<file path="src/rtl/jtcontra_gfx_ctrl_if.sv">
// CPU-side bus into the jtcontra_gfx_ctrl MMR bank.
// The master drives the access and the slave returns the registered read data.
interface jtcontra_gfx_ctrl_if #(
  parameter int unsigned MMR_AW = 3
);
  logic              cpu_cen;
  logic              cpu_rnw;
  logic              cfg_cs;
  logic [MMR_AW-1:0] cpu_addr;
  logic [7:0]        cpu_dout;
  logic [7:0]        mmr_dout;

  modport master (
    output cpu_cen, cpu_rnw, cfg_cs, cpu_addr, cpu_dout,
    input  mmr_dout
  );

  modport slave (
    input  cpu_cen, cpu_rnw, cfg_cs, cpu_addr, cpu_dout,
    output mmr_dout
  );
endinterface

</file>
<file path="src/rtl/jtcontra_gfx_ctrl.sv">
// 007121-class control block: MMR bank, scroll/layout decode and IRQ/FIRQ/NMI generation.
// Define JTCONTRA_MMR_READ_EN to read the bank back on mmr_dout; otherwise it reads 8'hFF.
module jtcontra_gfx_ctrl #(
  parameter int unsigned MMR_AW    = 3,
  parameter int unsigned HOLD_LEN  = 0,
  parameter int unsigned NMI_LINES = 32,
  parameter int unsigned FIRQ_FDIV = 2
) (
  input  logic               clk,
  input  logic               rst,
  input  logic               pxl_cen,
  input  logic               LHBL,
  input  logic               LVBL,
  input  logic [8:0]         vdump,
  jtcontra_gfx_ctrl_if.slave bus,
  output logic [8:0]         hpos,
  output logic [7:0]         vpos,
  output logic [4:0]         tile_extra,
  output logic               obj_update,
  output logic               layout,
  output logic [3:0]         extra_mask,
  output logic               flip,
  output logic               cpu_irqn,
  output logic               cpu_firqn,
  output logic               cpu_nmin
);

  localparam int unsigned   NREG      = 2 ** MMR_AW;
  localparam int unsigned   CW        = (HOLD_LEN > 1) ? $clog2(HOLD_LEN + 1) : 1;
  localparam logic [CW-1:0] HOLD_INIT = CW'(HOLD_LEN);
  localparam logic [8:0]    NMI_MASK  = 9'(NMI_LINES - 1);
  localparam logic [7:0]    FIRQ_MASK = 8'(FIRQ_FDIV - 1);

  logic [7:0] mmr [NREG];
  logic       mmr_we;
  logic       ctrl_we;

  assign mmr_we  = bus.cpu_cen & bus.cfg_cs & ~bus.cpu_rnw;
  assign ctrl_we = mmr_we && (bus.cpu_addr == MMR_AW'(7));

  always_ff @(posedge clk or posedge rst) begin
    if (rst) begin
      for (int unsigned i = 0; i < NREG; i++) mmr[i] <= 8'd0;
    end else if (mmr_we) begin
      mmr[bus.cpu_addr] <= bus.cpu_dout;
    end
  end

  assign hpos       = {mmr[1][0], mmr[0]};
  assign vpos       = mmr[2];
  assign tile_extra = {mmr[3][0], mmr[4][3:0]};
  assign obj_update = mmr[3][3];
  assign layout     = mmr[3][4];
  assign extra_mask = mmr[4][7:4];
  assign flip       = mmr[7][3];

`ifdef JTCONTRA_MMR_READ_EN
  logic [7:0] rd_q;

  // A write lands on the read port together with the decoded outputs.
  always_ff @(posedge clk or posedge rst) begin
    if (rst) rd_q <= 8'd0;
    else     rd_q <= mmr_we ? bus.cpu_dout : mmr[bus.cpu_addr];
  end

  assign bus.mmr_dout = rd_q;
`else
  logic unused_mmr;

  always_comb begin
    unused_mmr = 1'b0;
    for (int unsigned i = 0; i < NREG; i++) unused_mmr = unused_mmr ^ (^mmr[i]);
  end

  assign bus.mmr_dout = 8'hFF;
`endif

  // Blanking inputs are registered once, then compared with their previous value.
  logic       lvbl_q, lvbl_last, lhbl_q, lhbl_last;
  logic [7:0] frame_cnt;
  logic       vb_fall, hb_fall;

  assign vb_fall = ~lvbl_q & lvbl_last;
  assign hb_fall = ~lhbl_q & lhbl_last;

  always_ff @(posedge clk or posedge rst) begin
    if (rst) begin
      lvbl_q    <= 1'b1;
      lvbl_last <= 1'b1;
      lhbl_q    <= 1'b1;
      lhbl_last <= 1'b1;
      frame_cnt <= 8'd0;
    end else begin
      lvbl_q    <= LVBL;
      lvbl_last <= lvbl_q;
      lhbl_q    <= LHBL;
      lhbl_last <= lhbl_q;
      if (vb_fall) frame_cnt <= frame_cnt + 8'd1;
    end
  end

  // Line index: 0 = IRQ, 1 = FIRQ, 2 = NMI.
  logic [2:0]    en, req, ack;
  logic [2:0]    line_n;
  logic [CW-1:0] hold_cnt [3];

  assign en     = {mmr[7][0], mmr[7][2], mmr[7][1]};
  assign req[0] = en[0] & vb_fall;
  assign req[1] = en[1] & vb_fall & ((frame_cnt & FIRQ_MASK) == 8'd0);
  assign req[2] = en[2] & hb_fall & lvbl_q & ((vdump & NMI_MASK) == 9'd0);
  assign ack    = {3{ctrl_we}} & ~{bus.cpu_dout[0], bus.cpu_dout[2], bus.cpu_dout[1]};

  always_ff @(posedge clk or posedge rst) begin
    if (rst) begin
      line_n <= 3'b111;
      for (int i = 0; i < 3; i++) hold_cnt[i] <= '0;
    end else begin
      for (int i = 0; i < 3; i++) begin
        if (ack[i]) begin
          line_n[i]   <= 1'b1;
          hold_cnt[i] <= '0;
        end else if (req[i]) begin
          line_n[i]   <= 1'b0;
          hold_cnt[i] <= HOLD_INIT;
        end else if (pxl_cen && (HOLD_LEN != 0) && !line_n[i]) begin
          if (hold_cnt[i] == CW'(1)) line_n[i] <= 1'b1;
          hold_cnt[i] <= hold_cnt[i] - CW'(1);
        end
      end
    end
  end

  assign cpu_irqn  = line_n[0];
  assign cpu_firqn = line_n[1];
  assign cpu_nmin  = line_n[2];

endmodule

</file>
<file path="src/flat_wrapper.sv">
// flat-port wrapper written by rule: the top's interface ports become plain ports
module jtcontra_gfx_ctrl_flat 
#(
  parameter int unsigned MMR_AW    = 3,
  parameter int unsigned HOLD_LEN  = 0,
  parameter int unsigned NMI_LINES = 32,
  parameter int unsigned FIRQ_FDIV = 2
)
  (clk, rst, pxl_cen, LHBL, LVBL, vdump, hpos, vpos, tile_extra, obj_update, layout, extra_mask, flip, cpu_irqn, cpu_firqn, cpu_nmin, bus_cpu_cen, bus_cpu_rnw, bus_cfg_cs, bus_cpu_addr, bus_cpu_dout, bus_mmr_dout);
  jtcontra_gfx_ctrl_if #(.MMR_AW(MMR_AW)) bus_i ();
  input  logic clk;
  input  logic rst;
  input  logic pxl_cen;
  input  logic LHBL;
  input  logic LVBL;
  input  logic [8:0] vdump;
  output logic [8:0] hpos;
  output logic [7:0] vpos;
  output logic [4:0] tile_extra;
  output logic obj_update;
  output logic layout;
  output logic [3:0] extra_mask;
  output logic flip;
  output logic cpu_irqn;
  output logic cpu_firqn;
  output logic cpu_nmin;
  input wire logic [$bits(bus_i.cpu_cen)-1:0] bus_cpu_cen;
  input wire logic [$bits(bus_i.cpu_rnw)-1:0] bus_cpu_rnw;
  input wire logic [$bits(bus_i.cfg_cs)-1:0] bus_cfg_cs;
  input wire logic [$bits(bus_i.cpu_addr)-1:0] bus_cpu_addr;
  input wire logic [$bits(bus_i.cpu_dout)-1:0] bus_cpu_dout;
  output wire logic [$bits(bus_i.mmr_dout)-1:0] bus_mmr_dout;
  assign bus_i.cpu_cen = bus_cpu_cen;
  assign bus_i.cpu_rnw = bus_cpu_rnw;
  assign bus_i.cfg_cs = bus_cfg_cs;
  assign bus_i.cpu_addr = bus_cpu_addr;
  assign bus_i.cpu_dout = bus_cpu_dout;
  assign bus_mmr_dout = bus_i.mmr_dout;
  jtcontra_gfx_ctrl #(.MMR_AW(MMR_AW), .HOLD_LEN(HOLD_LEN), .NMI_LINES(NMI_LINES), .FIRQ_FDIV(FIRQ_FDIV)) u_core (.clk(clk), .rst(rst), .pxl_cen(pxl_cen), .LHBL(LHBL), .LVBL(LVBL), .vdump(vdump), .bus(bus_i), .hpos(hpos), .vpos(vpos), .tile_extra(tile_extra), .obj_update(obj_update), .layout(layout), .extra_mask(extra_mask), .flip(flip), .cpu_irqn(cpu_irqn), .cpu_firqn(cpu_firqn), .cpu_nmin(cpu_nmin));
endmodule
</file>
<file path="config.mk">
export PLATFORM = sky130hd
export DESIGN_NAME = jtcontra_gfx_ctrl_flat
export DESIGN_NICKNAME = d
export VERILOG_FILES = /design/src/rtl/jtcontra_gfx_ctrl_if.sv /design/src/rtl/jtcontra_gfx_ctrl.sv /design/src/flat_wrapper.sv
export SDC_FILE = /design/constraint.sdc
export NUM_CORES = 1
export LEC_CHECK = 0
export BUFFER_PORTS_ARGS = -buffer_cell sky130_fd_sc_hd__buf_2
export CORE_UTILIZATION = 50
export DETAILED_ROUTE_END_ITERATION = 8
export MAX_ROUTING_LAYER = met4
export PLACE_DENSITY = 0.79
export SLEW_MARGIN = 20
export SYNTH_ARGS = -nofsm -noshare
export SYNTH_HDL_FRONTEND = slang
export SYNTH_SLANG_ARGS = --single-unit
</file>
<file path="constraint.sdc">
create_clock -name clk -period 2.5 [get_ports clk]
set_input_delay 0.75 -clock clk [delete_from_list [all_inputs] [get_ports clk]]
set_output_delay 0.75 -clock clk [all_outputs]
set_load 0.01 [all_outputs]
</file>
==> impl_metrics.toml <==
[job]
maxCapViolations = 0

[setup_path]
startpoint_type = "flip-flop"
ff2ff_setup_slack_ps = 1500
max_stage_delay_ps = 550
rr_endpoint = "u_core.line_n[2]"
crit_arrival_ps = 1000
crit_path_end_kind = "output pin"
rr_startpoint = "u_core.lvbl_q"
crit_type = "reg2out"
cp.depth = 1
required_ps = 1750
r2r_cells = 3
worst_path_max_delay_cell = "dfstp_2"
crit_start = "u_core.line_n[2]"
crit_family = "flip-flops"
crit_chain = "buf_2"
critPathBufInv = 1
crit_fanout = 2
endpoint = "cpu_nmin"

[clock_network]
post_cts_resized = 0
cts_setup_buffers = 0
htreeDepth = 2
clk_latency_ps = 330
clkSlewWorstSetupHoldPaths_ps = 100
holdBufCountCts = 0
clock_sinks = 40
clockBufferDepth = 2
numCtsBuffers = 5
clockRootBuffer = "clkbuf_4"
cts_tree = "yes"

[floorplan]
io_pins = 68
initial_core_util_pct = 52.7
die_w_um = 58.5
die_area_um2 = 3420
chipHeight_um = 58.5
rows = 20
placeableCoreArea_um2 = 3030

[sta]
finalCritPeriodShare_pct = 70.2
fin_ws_ps = 745
period_minus_slack_ps = 1750
fmax_mhz = 570
setup_viol_count_final = 0
finClkSkew_ps = 2.70
rsz0062_at_grt = "false"
hold_violations = 0
setup_tns_ps = 0
slew_viol_final = 0

[logic_synthesis]
synthTopCellsByCount = "33 x dfrtp_1, 32 x mux2_2, 8 x buf_4"
synth_enable_flop_cells = 0
syn-mean-instance-area_um2 = 15.5
netlist_top_cells_area = "dfrtp_1 52%, mux2_2 23%, dfstp_2 12%"
synth_cell_type_count = 21
yosysWarnings = 0
yosys.area.top_type = "dfrtp_1"
ys_ff_latch = 40
synth_top_area_share_pct = 51.8
yosysMostFrequentCell = "dfrtp_1"
synth-compound-area-share_pct = 2.59
synth_simple_gate_area_share_pct = 6.51
synth_fa_ha_area_share_pct = 0
async_flop_share_pct = 100
synthFlopType = "dfrtp_1"
synth_seq_area_share_pct = 63.3
synthMuxAreaShare_pct = 22.6
syn_inst = 103
synth-xor-area-share_pct = 0.549
synth_top_family_by_area = "multiplexers"
synth_area_um2 = 1600

[final_layout]
drive_above_1_share_pct = 64.2
fillers = 247
nets = 192
synthToLayoutAreaGrowth_pct = 23.1
stdcell_count = 209
insertedDiodeCount = 0
final_util_pct = 64.8

[drt]
wl_met2_um = 1420
antenna_left = 0
routed_wl_um = 2890
drt_iter0_drc = 33
wl_met1_um = 1290
wl_met3_um = 143
dr.pass1.iters = 4
wl_per_cell_um = 13.8
drc = 0
maxUsedRoutingLayer = "met4"
vias_per_cell = 4.86
dr_total_vias = 1016

[grt]
grt_pass1_wl_um = 4620
overflow = 0
grt_pass1_vias = 1018
grt_max_degree = 41
antenna_found_initial = 0
grt_usage_pct = 19.6

[power]
leakage_nw = 1.03
ir_worst_vdd_mv = 0.474
fin_total_pwr_mw = 1.55
p_per_area_nw_per_um2 = 790

[place]
io_buffers = 54
dp_slack_ps = 564
dpl.cell_count = 201
finalWeightedCongestion = 0.736
dp_hpwl_um = 2080

[worst_hold_path]
whs_path_depth = 0
holdCritPathClass = "reg2reg"
hold_start = "u_core.lvbl_q"

[run_status]
status = "finished, final reports clean"
-- how the worst min path moves through the flow --
stage / end / slack, ps
floorplan: u_core.lvbl_last / 360
finish: u_core.lvbl_last / 380
global placement: u_core.lhbl_last / 370
CTS: u_core.lvbl_last / 380
detailed placement: u_core.lhbl_last / 370
global route: u_core.lhbl_last / 390
-- where the power goes --
part	total (mW)	internal (mW)	switching, mW
Combinational	0.342	0.179	0.163
Sequential	0.851	0.789	0.0620
Clock	0.357	0.166	0.192
Total	1.55	1.13	0.417
-- sequential cells by signal, summed over array words and instances (netlist names) --
register and count:
u_core.en 3, u_core.extra_mask 4, u_core.flip 1, u_core.frame_cnt 1, u_core.hpos 9, u_core.layout 1, u_core.lhbl_last 1, u_core.lhbl_q 1
u_core.line_n 3, u_core.lvbl_last 1, u_core.lvbl_q 1, u_core.obj_update 1, u_core.tile_extra 5, u_core.vpos 8
-- cell families after synthesis --
logic type | count (synthesis)
mux | 32
simple gates | 13
compound gates | 6
other cells | 1
flops | 40
buf+inv | 10
xor+xnor | 1
-- layout make-up --
| cell class | count | area (µm²) | area share [%] |
|---|---|---|---|
| multi-input combinational | 60 | 544 | 27.7 |
| clock buffer | 8 | 68.8 | 3.51 |
| timing repair buffer | 55 | 278 | 14.1 |
| sequential | 40 | 1010 | 51.4 |
| inverter | 2 | 7.51 | 0.382 |
| tap | 44 | 55.1 | 2.80 |
-- metrics by stage --
stage                     cell area (µm²)  hold WS, ps
after detailed placement             1890          369
after CTS                            1960          383
after global routing                 1960          391
after global placement               1890          366
final                                1960          382
after floorplan                      1620          358
-- cells in the final DEF (no fill, tap or decap), types with 2 or more instances in the layout --
master    instances
buf_2            54
clkbuf_4          5
clkbuf_8          2
conb_1            8
dfrtp_1          33
dfstp_2           7
inv_1             2
mux2_2           32
nand2b_1          2
nand3_1           2
o21ai_0           4
-- routing by layer --
metal / vias to the layer above / GRT usage (%)
met1: 500 / 22.8
met2: 40 / 32.7
li1: 470 / -
met3: 6 / 5.27
met4: 0 / 7.14
met5: - / -
Note: power is estimated with default switching activity, not from simulation.
